<file path="src/rtl/hci_package.sv">
// rtl/hci_package.sv - shared types and constants for the HCI priority scheduler
package hci_package;

  typedef enum logic [2:0] {
    REG_CTRL       = 3'd0,
    REG_HWPE_THR   = 3'd1,
    REG_CORE_THR   = 3'd2,
    REG_WINDOW     = 3'd3,
    REG_STATUS     = 3'd4,
    REG_SWITCH_CNT = 3'd5
  } hci_prio_sched_reg_e;

  typedef enum logic {
    CORE_PRIO = 1'b0,
    HWPE_PRIO = 1'b1
  } hci_prio_sched_state_e;

  localparam int unsigned PRIO_SCHED_THR_RST    = 8;
  localparam int unsigned PRIO_SCHED_WINDOW_RST = 64;

  // Expand per-byte enables into a per-bit write mask.
  function automatic logic [31:0] be_mask(input logic [3:0] be);
    return {{8{be[3]}}, {8{be[2]}}, {8{be[1]}}, {8{be[0]}}};
  endfunction

endpackage

</file>
<file path="src/rtl/hci_prio_sched_regfile.sv">
// rtl/hci_prio_sched_regfile.sv - config decode, registers and response path
module hci_prio_sched_regfile
  import hci_package::*;
#(
  parameter int unsigned STALL_CNT_W = 8,
  parameter int unsigned WINDOW_W    = 16,
  parameter int unsigned ID_WIDTH    = 5
) (
  input  logic                   clk_i,
  input  logic                   rst_ni,
  input  logic                   cfg_req_i,
  input  logic [31:0]            cfg_add_i,
  input  logic                   cfg_wen_i,
  input  logic [31:0]            cfg_wdata_i,
  input  logic [3:0]             cfg_be_i,
  input  logic [ID_WIDTH-1:0]    cfg_id_i,
  output logic                   cfg_gnt_o,
  output logic                   cfg_r_valid_o,
  output logic [31:0]            cfg_r_rdata_o,
  output logic                   cfg_r_opc_o,
  output logic [ID_WIDTH-1:0]    cfg_r_id_o,
  input  hci_prio_sched_state_e  state_i,
  input  logic [STALL_CNT_W-1:0] hwpe_cnt_i,
  input  logic [STALL_CNT_W-1:0] core_cnt_i,
  input  logic                   switch_inc_i,
  output logic                   auto_en_o,
  output logic                   static_invert_o,
  output logic [1:0]             arb_policy_o,
  output logic [7:0]             low_prio_max_stall_o,
  output logic [STALL_CNT_W-1:0] hwpe_thr_o,
  output logic [STALL_CNT_W-1:0] core_thr_o,
  output logic [WINDOW_W-1:0]    window_o
);

  logic [2:0]             idx;
  logic                   wr;
  logic                   rd;
  logic [31:0]            wmask;
  logic [11:0]            ctrl_q;
  logic [STALL_CNT_W-1:0] hwpe_thr_q;
  logic [STALL_CNT_W-1:0] core_thr_q;
  logic [WINDOW_W-1:0]    window_q;
  logic [31:0]            switch_cnt_q;
  logic [31:0]            rdata_d;
  logic                   opc_d;
  logic                   unused_bits;

  assign idx         = cfg_add_i[4:2];
  assign wr          = cfg_req_i & ~cfg_wen_i;
  assign rd          = cfg_req_i & cfg_wen_i;
  assign wmask       = be_mask(cfg_be_i);
  assign cfg_gnt_o   = cfg_req_i;
  assign unused_bits = ^{cfg_add_i[31:5], cfg_add_i[1:0], cfg_wdata_i, wmask};

  assign auto_en_o            = ctrl_q[0];
  assign static_invert_o      = ctrl_q[1];
  assign arb_policy_o         = ctrl_q[3:2];
  assign low_prio_max_stall_o = ctrl_q[11:4];
  assign hwpe_thr_o           = hwpe_thr_q;
  assign core_thr_o           = core_thr_q;
  assign window_o             = window_q;

  // Writable registers, merged byte by byte under the write mask.
  always_ff @(posedge clk_i or negedge rst_ni) begin
    if (!rst_ni) begin
      ctrl_q     <= '0;
      hwpe_thr_q <= STALL_CNT_W'(PRIO_SCHED_THR_RST);
      core_thr_q <= STALL_CNT_W'(PRIO_SCHED_THR_RST);
      window_q   <= WINDOW_W'(PRIO_SCHED_WINDOW_RST);
    end else if (wr) begin
      case (idx)
        REG_CTRL:
          ctrl_q <= (ctrl_q & ~wmask[11:0]) | (cfg_wdata_i[11:0] & wmask[11:0]);
        REG_HWPE_THR:
          hwpe_thr_q <= (hwpe_thr_q & ~wmask[STALL_CNT_W-1:0])
                      | (cfg_wdata_i[STALL_CNT_W-1:0] & wmask[STALL_CNT_W-1:0]);
        REG_CORE_THR:
          core_thr_q <= (core_thr_q & ~wmask[STALL_CNT_W-1:0])
                      | (cfg_wdata_i[STALL_CNT_W-1:0] & wmask[STALL_CNT_W-1:0]);
        REG_WINDOW:
          window_q <= (window_q & ~wmask[WINDOW_W-1:0])
                    | (cfg_wdata_i[WINDOW_W-1:0] & wmask[WINDOW_W-1:0]);
        default: ;
      endcase
    end
  end

  // Saturating switch counter; a write to its index clears it and beats a same-cycle increment.
  always_ff @(posedge clk_i or negedge rst_ni) begin
    if (!rst_ni) begin
      switch_cnt_q <= '0;
    end else if (wr && (idx == REG_SWITCH_CNT)) begin
      switch_cnt_q <= '0;
    end else if (switch_inc_i && (switch_cnt_q != '1)) begin
      switch_cnt_q <= switch_cnt_q + 32'd1;
    end
  end

  // Read mux and error flag for the current request.
  always_comb begin
    rdata_d = '0;
    opc_d   = 1'b0;
    case (idx)
      REG_CTRL:       rdata_d = 32'(ctrl_q);
      REG_HWPE_THR:   rdata_d = 32'(hwpe_thr_q);
      REG_CORE_THR:   rdata_d = 32'(core_thr_q);
      REG_WINDOW:     rdata_d = 32'(window_q);
      REG_STATUS: begin
        rdata_d[0]                = (state_i == HWPE_PRIO);
        rdata_d[8 +: STALL_CNT_W]  = hwpe_cnt_i;
        rdata_d[16 +: STALL_CNT_W] = core_cnt_i;
        opc_d                     = wr;
      end
      REG_SWITCH_CNT: rdata_d = switch_cnt_q;
      default:        opc_d   = 1'b1;
    endcase
    if (!rd) begin
      rdata_d = '0;
    end
  end

  // Response is returned exactly one cycle after each granted request.
  always_ff @(posedge clk_i or negedge rst_ni) begin
    if (!rst_ni) begin
      cfg_r_valid_o <= 1'b0;
      cfg_r_rdata_o <= '0;
      cfg_r_opc_o   <= 1'b0;
      cfg_r_id_o    <= '0;
    end else begin
      cfg_r_valid_o <= cfg_req_i;
      if (cfg_req_i) begin
        cfg_r_rdata_o <= rdata_d;
        cfg_r_opc_o   <= opc_d;
        cfg_r_id_o    <= cfg_id_i;
      end
    end
  end

endmodule

</file>
<file path="src/rtl/hci_prio_scheduler.sv">
// rtl/hci_prio_scheduler.sv - stall-driven priority switching for the TCDM interconnect
module hci_prio_scheduler
  import hci_package::*;
#(
  parameter int unsigned NB_CORES    = 8,
  parameter int unsigned NB_HWPE     = 1,
  parameter int unsigned STALL_CNT_W = 8,
  parameter int unsigned WINDOW_W    = 16,
  parameter int unsigned ID_WIDTH    = 5
) (
  input  logic                clk_i,
  input  logic                rst_ni,
  input  logic [NB_CORES-1:0] core_req_i,
  input  logic [NB_CORES-1:0] core_gnt_i,
  input  logic [NB_HWPE-1:0]  hwpe_req_i,
  input  logic [NB_HWPE-1:0]  hwpe_gnt_i,
  input  logic                cfg_req_i,
  input  logic [31:0]         cfg_add_i,
  input  logic                cfg_wen_i,
  input  logic [31:0]         cfg_wdata_i,
  input  logic [3:0]          cfg_be_i,
  input  logic [ID_WIDTH-1:0] cfg_id_i,
  output logic                cfg_gnt_o,
  output logic                cfg_r_valid_o,
  output logic [31:0]         cfg_r_rdata_o,
  output logic                cfg_r_opc_o,
  output logic [ID_WIDTH-1:0] cfg_r_id_o,
  output logic [1:0]          arb_policy_o,
  output logic                invert_prio_o,
  output logic [7:0]          low_prio_max_stall_o
);

  hci_prio_sched_state_e  state_q, state_d;
  logic [STALL_CNT_W-1:0] hwpe_cnt_q, hwpe_cnt_d, hwpe_cnt_inc;
  logic [STALL_CNT_W-1:0] core_cnt_q, core_cnt_d, core_cnt_inc;
  logic [STALL_CNT_W-1:0] hwpe_thr, core_thr, hwpe_thr_eff, core_thr_eff;
  logic [WINDOW_W-1:0]    window, win_q, win_d;
  logic                   auto_en, static_invert;
  logic                   hwpe_stall, core_stall, hwpe_gnt_any, core_gnt_any;
  logic                   switch_inc;

  hci_prio_sched_regfile #(
    .STALL_CNT_W (STALL_CNT_W),
    .WINDOW_W    (WINDOW_W),
    .ID_WIDTH    (ID_WIDTH)
  ) i_regfile (
    .clk_i                (clk_i),
    .rst_ni               (rst_ni),
    .cfg_req_i            (cfg_req_i),
    .cfg_add_i            (cfg_add_i),
    .cfg_wen_i            (cfg_wen_i),
    .cfg_wdata_i          (cfg_wdata_i),
    .cfg_be_i             (cfg_be_i),
    .cfg_id_i             (cfg_id_i),
    .cfg_gnt_o            (cfg_gnt_o),
    .cfg_r_valid_o        (cfg_r_valid_o),
    .cfg_r_rdata_o        (cfg_r_rdata_o),
    .cfg_r_opc_o          (cfg_r_opc_o),
    .cfg_r_id_o           (cfg_r_id_o),
    .state_i              (state_q),
    .hwpe_cnt_i           (hwpe_cnt_q),
    .core_cnt_i           (core_cnt_q),
    .switch_inc_i         (switch_inc),
    .auto_en_o            (auto_en),
    .static_invert_o      (static_invert),
    .arb_policy_o         (arb_policy_o),
    .low_prio_max_stall_o (low_prio_max_stall_o),
    .hwpe_thr_o           (hwpe_thr),
    .core_thr_o           (core_thr),
    .window_o             (window)
  );

  assign hwpe_stall   = |(hwpe_req_i & ~hwpe_gnt_i);
  assign core_stall   = |(core_req_i & ~core_gnt_i);
  assign hwpe_gnt_any = |hwpe_gnt_i;
  assign core_gnt_any = |core_gnt_i;

  assign hwpe_cnt_inc = (hwpe_cnt_q == '1) ? hwpe_cnt_q : hwpe_cnt_q + STALL_CNT_W'(1);
  assign core_cnt_inc = (core_cnt_q == '1) ? core_cnt_q : core_cnt_q + STALL_CNT_W'(1);
  assign hwpe_thr_eff = (hwpe_thr == '0) ? STALL_CNT_W'(1) : hwpe_thr;
  assign core_thr_eff = (core_thr == '0) ? STALL_CNT_W'(1) : core_thr;

  // Output is a decode of registered state and CTRL only, so it has no input-to-output path.
  assign invert_prio_o = auto_en ? (state_q == HWPE_PRIO) : static_invert;

  // State, stall counters and window counter.
  always_ff @(posedge clk_i or negedge rst_ni) begin
    if (!rst_ni) begin
      state_q    <= CORE_PRIO;
      hwpe_cnt_q <= '0;
      core_cnt_q <= '0;
      win_q      <= '0;
    end else begin
      state_q    <= state_d;
      hwpe_cnt_q <= hwpe_cnt_d;
      core_cnt_q <= core_cnt_d;
      win_q      <= win_d;
    end
  end

  // Next-state logic: HWPE stalls open a priority window, core stalls or expiry close it.
  always_comb begin
    state_d    = state_q;
    hwpe_cnt_d = hwpe_cnt_q;
    core_cnt_d = core_cnt_q;
    win_d      = win_q;
    switch_inc = 1'b0;
    if (!auto_en) begin
      state_d    = CORE_PRIO;
      hwpe_cnt_d = '0;
      core_cnt_d = '0;
      win_d      = '0;
    end else begin
      case (state_q)
        CORE_PRIO: begin
          if (hwpe_stall) begin
            if (hwpe_cnt_inc >= hwpe_thr_eff) begin
              state_d    = HWPE_PRIO;
              win_d      = window;
              hwpe_cnt_d = '0;
              switch_inc = 1'b1;
            end else begin
              hwpe_cnt_d = hwpe_cnt_inc;
            end
          end else if (hwpe_gnt_any) begin
            hwpe_cnt_d = '0;
          end
        end
        HWPE_PRIO: begin
          if (win_q != '0) begin
            win_d = win_q - WINDOW_W'(1);
          end
          if (core_stall) begin
            core_cnt_d = core_cnt_inc;
          end else if (core_gnt_any) begin
            core_cnt_d = '0;
          end
          if ((win_q == '0) || (core_stall && (core_cnt_inc >= core_thr_eff))) begin
            state_d    = CORE_PRIO;
            hwpe_cnt_d = '0;
            core_cnt_d = '0;
          end
        end
      endcase
    end
  end

endmodule

</file>
<file path="config.mk">
export PLATFORM = sky130hd
export DESIGN_NAME = hci_prio_scheduler
export DESIGN_NICKNAME = d
export VERILOG_FILES = /design/src/rtl/hci_package.sv /design/src/rtl/hci_prio_sched_regfile.sv /design/src/rtl/hci_prio_scheduler.sv
export SDC_FILE = /design/constraint.sdc
export NUM_CORES = 1
export LEC_CHECK = 0
export CORE_UTILIZATION = 37
export CTS_CLUSTER_DIAMETER = 80
export DETAILED_ROUTE_END_ITERATION = 16
export DONT_BUFFER_PORTS = 1
export GPL_TIMING_DRIVEN = 0
export PLACE_DENSITY_LB_ADDON = 0.1
export SLEW_MARGIN = 20
export SYNTH_ARGS = -nofsm -noshare
export SYNTH_HDL_FRONTEND = slang
export SYNTH_SLANG_ARGS = --single-unit
</file>
<file path="constraint.sdc">
create_clock -name clk_i -period 4.38 [get_ports clk_i]
set_input_delay 0.438 -clock clk_i [delete_from_list [all_inputs] [get_ports clk_i]]
set_output_delay 0.438 -clock clk_i [all_outputs]
set_load 0.02 [all_outputs]
</file>
==> flow_metrics.tcl <==
set metrics [dict create \
    drt-pass1-iter-count 5 \
    cts_buffers 17 \
    nets 933 \
    grt_use_total_pct 21.9 \
    finalHoldViolations 10 \
    crit_path_max_fanout 10 \
    ant_nets 0 \
    multi_input_area_um2 4100 \
    setup.worst_path.start_class "flip-flop" \
    num_rows 53 \
    critPathArrivalTime_ns 4.28 \
    rsz0062_at_grt "no" \
    criticalPathCategory "reg -> reg" \
    ys_ff_latch 148 \
    drt_iter0_markers 385 \
    fillers 2053 \
    worst_pin_slew_ns 0.888 \
    yosysTopAreaCellShare_pct 44.7 \
    antenna_found_initial 0 \
    drive_gt1_share_pct 14.0 \
    critPathCaptureType "flip-flop" \
    start_util_pct 38.1 \
    htreeDepth 4 \
    cp.required_ns 4.73 \
    avgSynthCellArea_um2 10.2 \
    hold_class "in -> async" \
    hpwlAfterDp_um 17100 \
    power_density_nw_per_um2 394 \
    netlist_top_cells_count "dfrtp_1, nor2_1, nand2_1" \
    clock_sinks 148 \
    root_buffer "clkbuf_16" \
    synthTopCellsByArea "dfrtp_1, mux2_2, a22o_1, nor2_1, ha_1" \
    drc 0 \
    clock_latency_ns 0.44 \
    post_synth_num_cell_types 63 \
    dieArea_um2 22500 \
    syn-num-nets 913 \
    netlist_instances 798 \
    rr_endpoint "core_cnt_q[3]$_DFFE_PN0P_" \
    die_x_um 150 \
    viasPerCell 5.79 \
    layout-area-overhead-vs-synth_pct 11.7 \
    cts_resized 0 \
    grt_pass1_vias 6372 \
    r2r_start "core_cnt_q[0]$_DFFE_PN0P_" \
    portBuffers 0 \
    irDropWorstVdd_v 0.000232 \
    cts.clk_slew.worst_paths_ns 0.06 \
    synth_top_cell_by_area "dfrtp_1" \
    rr_worst_depth 13 \
    status "finished, violations left" \
    grt_first_pass_wirelength_um 36400 \
    p_leak_uw 0.00405 \
    seqCellArea_um2 3710 \
    gp_congestion 0.912 \
    tns_ns 0 \
    synth_edf_count 0 \
    rrSetupSlack_ns 0.46 \
    syn_area_um2 8110 \
    drt_wl_total_um 23200 \
    clockBufferDepth 2 \
    die_h_um 150 \
    vias 6405 \
    ys_seq_area_share_pct 45.7 \
    power.total_uw 3570 \
    grt_max_degree 149 \
    fin_crit_sh_pct 89.6 \
    cts_setup_buffers 0 \
    ios 146 \
    overflow 0 \
    synth_warnings 0 \
    synth_ff_type "dfrtp_1" \
    cts_tree "built" \
    cts_hold_buf 1 \
    ys_async_sr_fraction_pct 100 \
    n_antenna_cell 0 \
    yosysMostFrequentCell "dfrtp_1" \
    drt-wirelength-per-cell_um 21.0 \
    slew_violations 0 \
    setup_viol 0 \
    timing.fmax_mhz 255 \
    relSlewSlack_pct 40.6 \
    min_period_ns 3.92 \
    drv_cap 0 \
    whs_ns -0.0295 \
    core_um2 21300 \
    violations "negative hold slack" \
    final.setup_skew_ns 0.0148 \
]
## layout make-up
class                      count  area share (%)
multi-input combinational    576            45.2
sequential                   148            40.9
clock buffer                  23            5.16
tap                          275            3.80
buffer                        40            1.99
inverter                      34            1.41
clock inverter                 9            1.19
timing repair buffer           1           0.304
## through the flow
| stage | hold slack [ns] | instances | instance area, µm² | utilization [%] | setup WS (ns) |
|---|---|---|---|---|---|
| final | -0.0295 | 1106 | 9060 | 42.6 | 0.457 |
| after global routing | 0.0116 | 1106 | 9060 | 42.6 | 0.000858 |
| after CTS | 0.0198 | 1106 | 9060 | 42.6 | 0.429 |
| after detailed placement | 0.149 | 1073 | 8460 | 39.7 | 0.434 |
| after global placement | 0.148 | 1073 | 8460 | 39.7 | 0.499 |
| after floorplan | 0.142 | 798 | 8110 | - | 1.06 |
## where the power goes
part	internal (µW)	leakage [µW]	switching, µW
registers	1470	0.00199	156
clock network	868	0.000277	588
logic	207	0.00178	275
total	2550	0.00405	1020
## cells by family after synthesis
family          after synthesis  share of synthesized area [%]
simple gates                259                           16.6
compound gates              191                           16.9
flops                       148                           45.7
mux                          75                           10.6
buf+inv                      74                           3.79
xor+xnor                     31                           3.35
fa+ha+maj                    20                           3.08
## how the worst max path moves through the flow
stage / slack [ns] / start / end / depth (start not counted)
floorplan: 1.06 / core_cnt_q[0]$_DFFE_PN0P_ / core_cnt_q[3]$_DFFE_PN0P_ / 13
global placement: 0.50 / core_cnt_q[0]$_DFFE_PN0P_ / core_cnt_q[3]$_DFFE_PN0P_ / 13
detailed placement: 0.43 / hwpe_cnt_q[0]$_DFFE_PN0P_ / win_q[7]$_DFFE_PN0P_ / 12
CTS: 0.43 / hwpe_cnt_q[0]$_DFFE_PN0P_ / win_q[7]$_DFFE_PN0P_ / 12
global route: 0.0009 / core_cnt_q[0]$_DFFE_PN0P_ / core_cnt_q[3]$_DFFE_PN0P_ / 13
finish: 0.46 / core_cnt_q[0]$_DFFE_PN0P_ / core_cnt_q[3]$_DFFE_PN0P_ / 13
## critical path, stage by stage, from the launching register on
cell and delay (ns):
dfrtp_1 0.47, ha_1 0.26, and3_1 0.21, and3_1 0.25, nand3_1 0.26, xnor2_1 0.21
ha_1 0.28, nand2b_1 0.13, a2111oi_0 0.44, o211ai_1 0.19, a2111oi_1 0.56, buf_2 0.31
o21ai_0 0.11, a31oi_1 0.16
## routing by layer
| metal | track usage [%] | vias to the layer above | wire [µm] |
|---|---|---|---|
| li1 | - | 2981 | - |
| met1 | 29.7 | 3203 | 10900 |
| met2 | 34.3 | 194 | 10700 |
| met3 | 4.85 | 27 | 1260 |
| met4 | 7.12 | 0 | 471 |
| met5 | 0 | - | 0 |
## cells in the final DEF (no fill, tap or decap), types with 6 or more instances in the layout
| cell type | count |
|---|---|
| mux2_2 | 56 |
| and4_1 | 9 |
| mux2i_1 | 16 |
| nor4_1 | 16 |
| and3_1 | 10 |
| o2bb2ai_1 | 23 |
| inv_1 | 34 |
| nand3_1 | 28 |
| dfrtp_1 | 145 |
| xor2_1 | 8 |
| nand4_1 | 9 |
| ha_1 | 20 |
| o21ai_0 | 21 |
| clkbuf_16 | 17 |
| and2_1 | 8 |
| or3_1 | 10 |
| nor2_1 | 67 |
| nand2_1 | 57 |
| a31oi_1 | 9 |
| a22oi_1 | 7 |
| nand2b_1 | 10 |
| buf_2 | 6 |
| nor3_1 | 7 |
| a21oi_1 | 47 |
| a21o_1 | 6 |
| clkbuf_1 | 29 |
| nor2b_1 | 8 |
| a22o_1 | 38 |
| xnor2_1 | 23 |
Power figures use the tool's default switching activity.
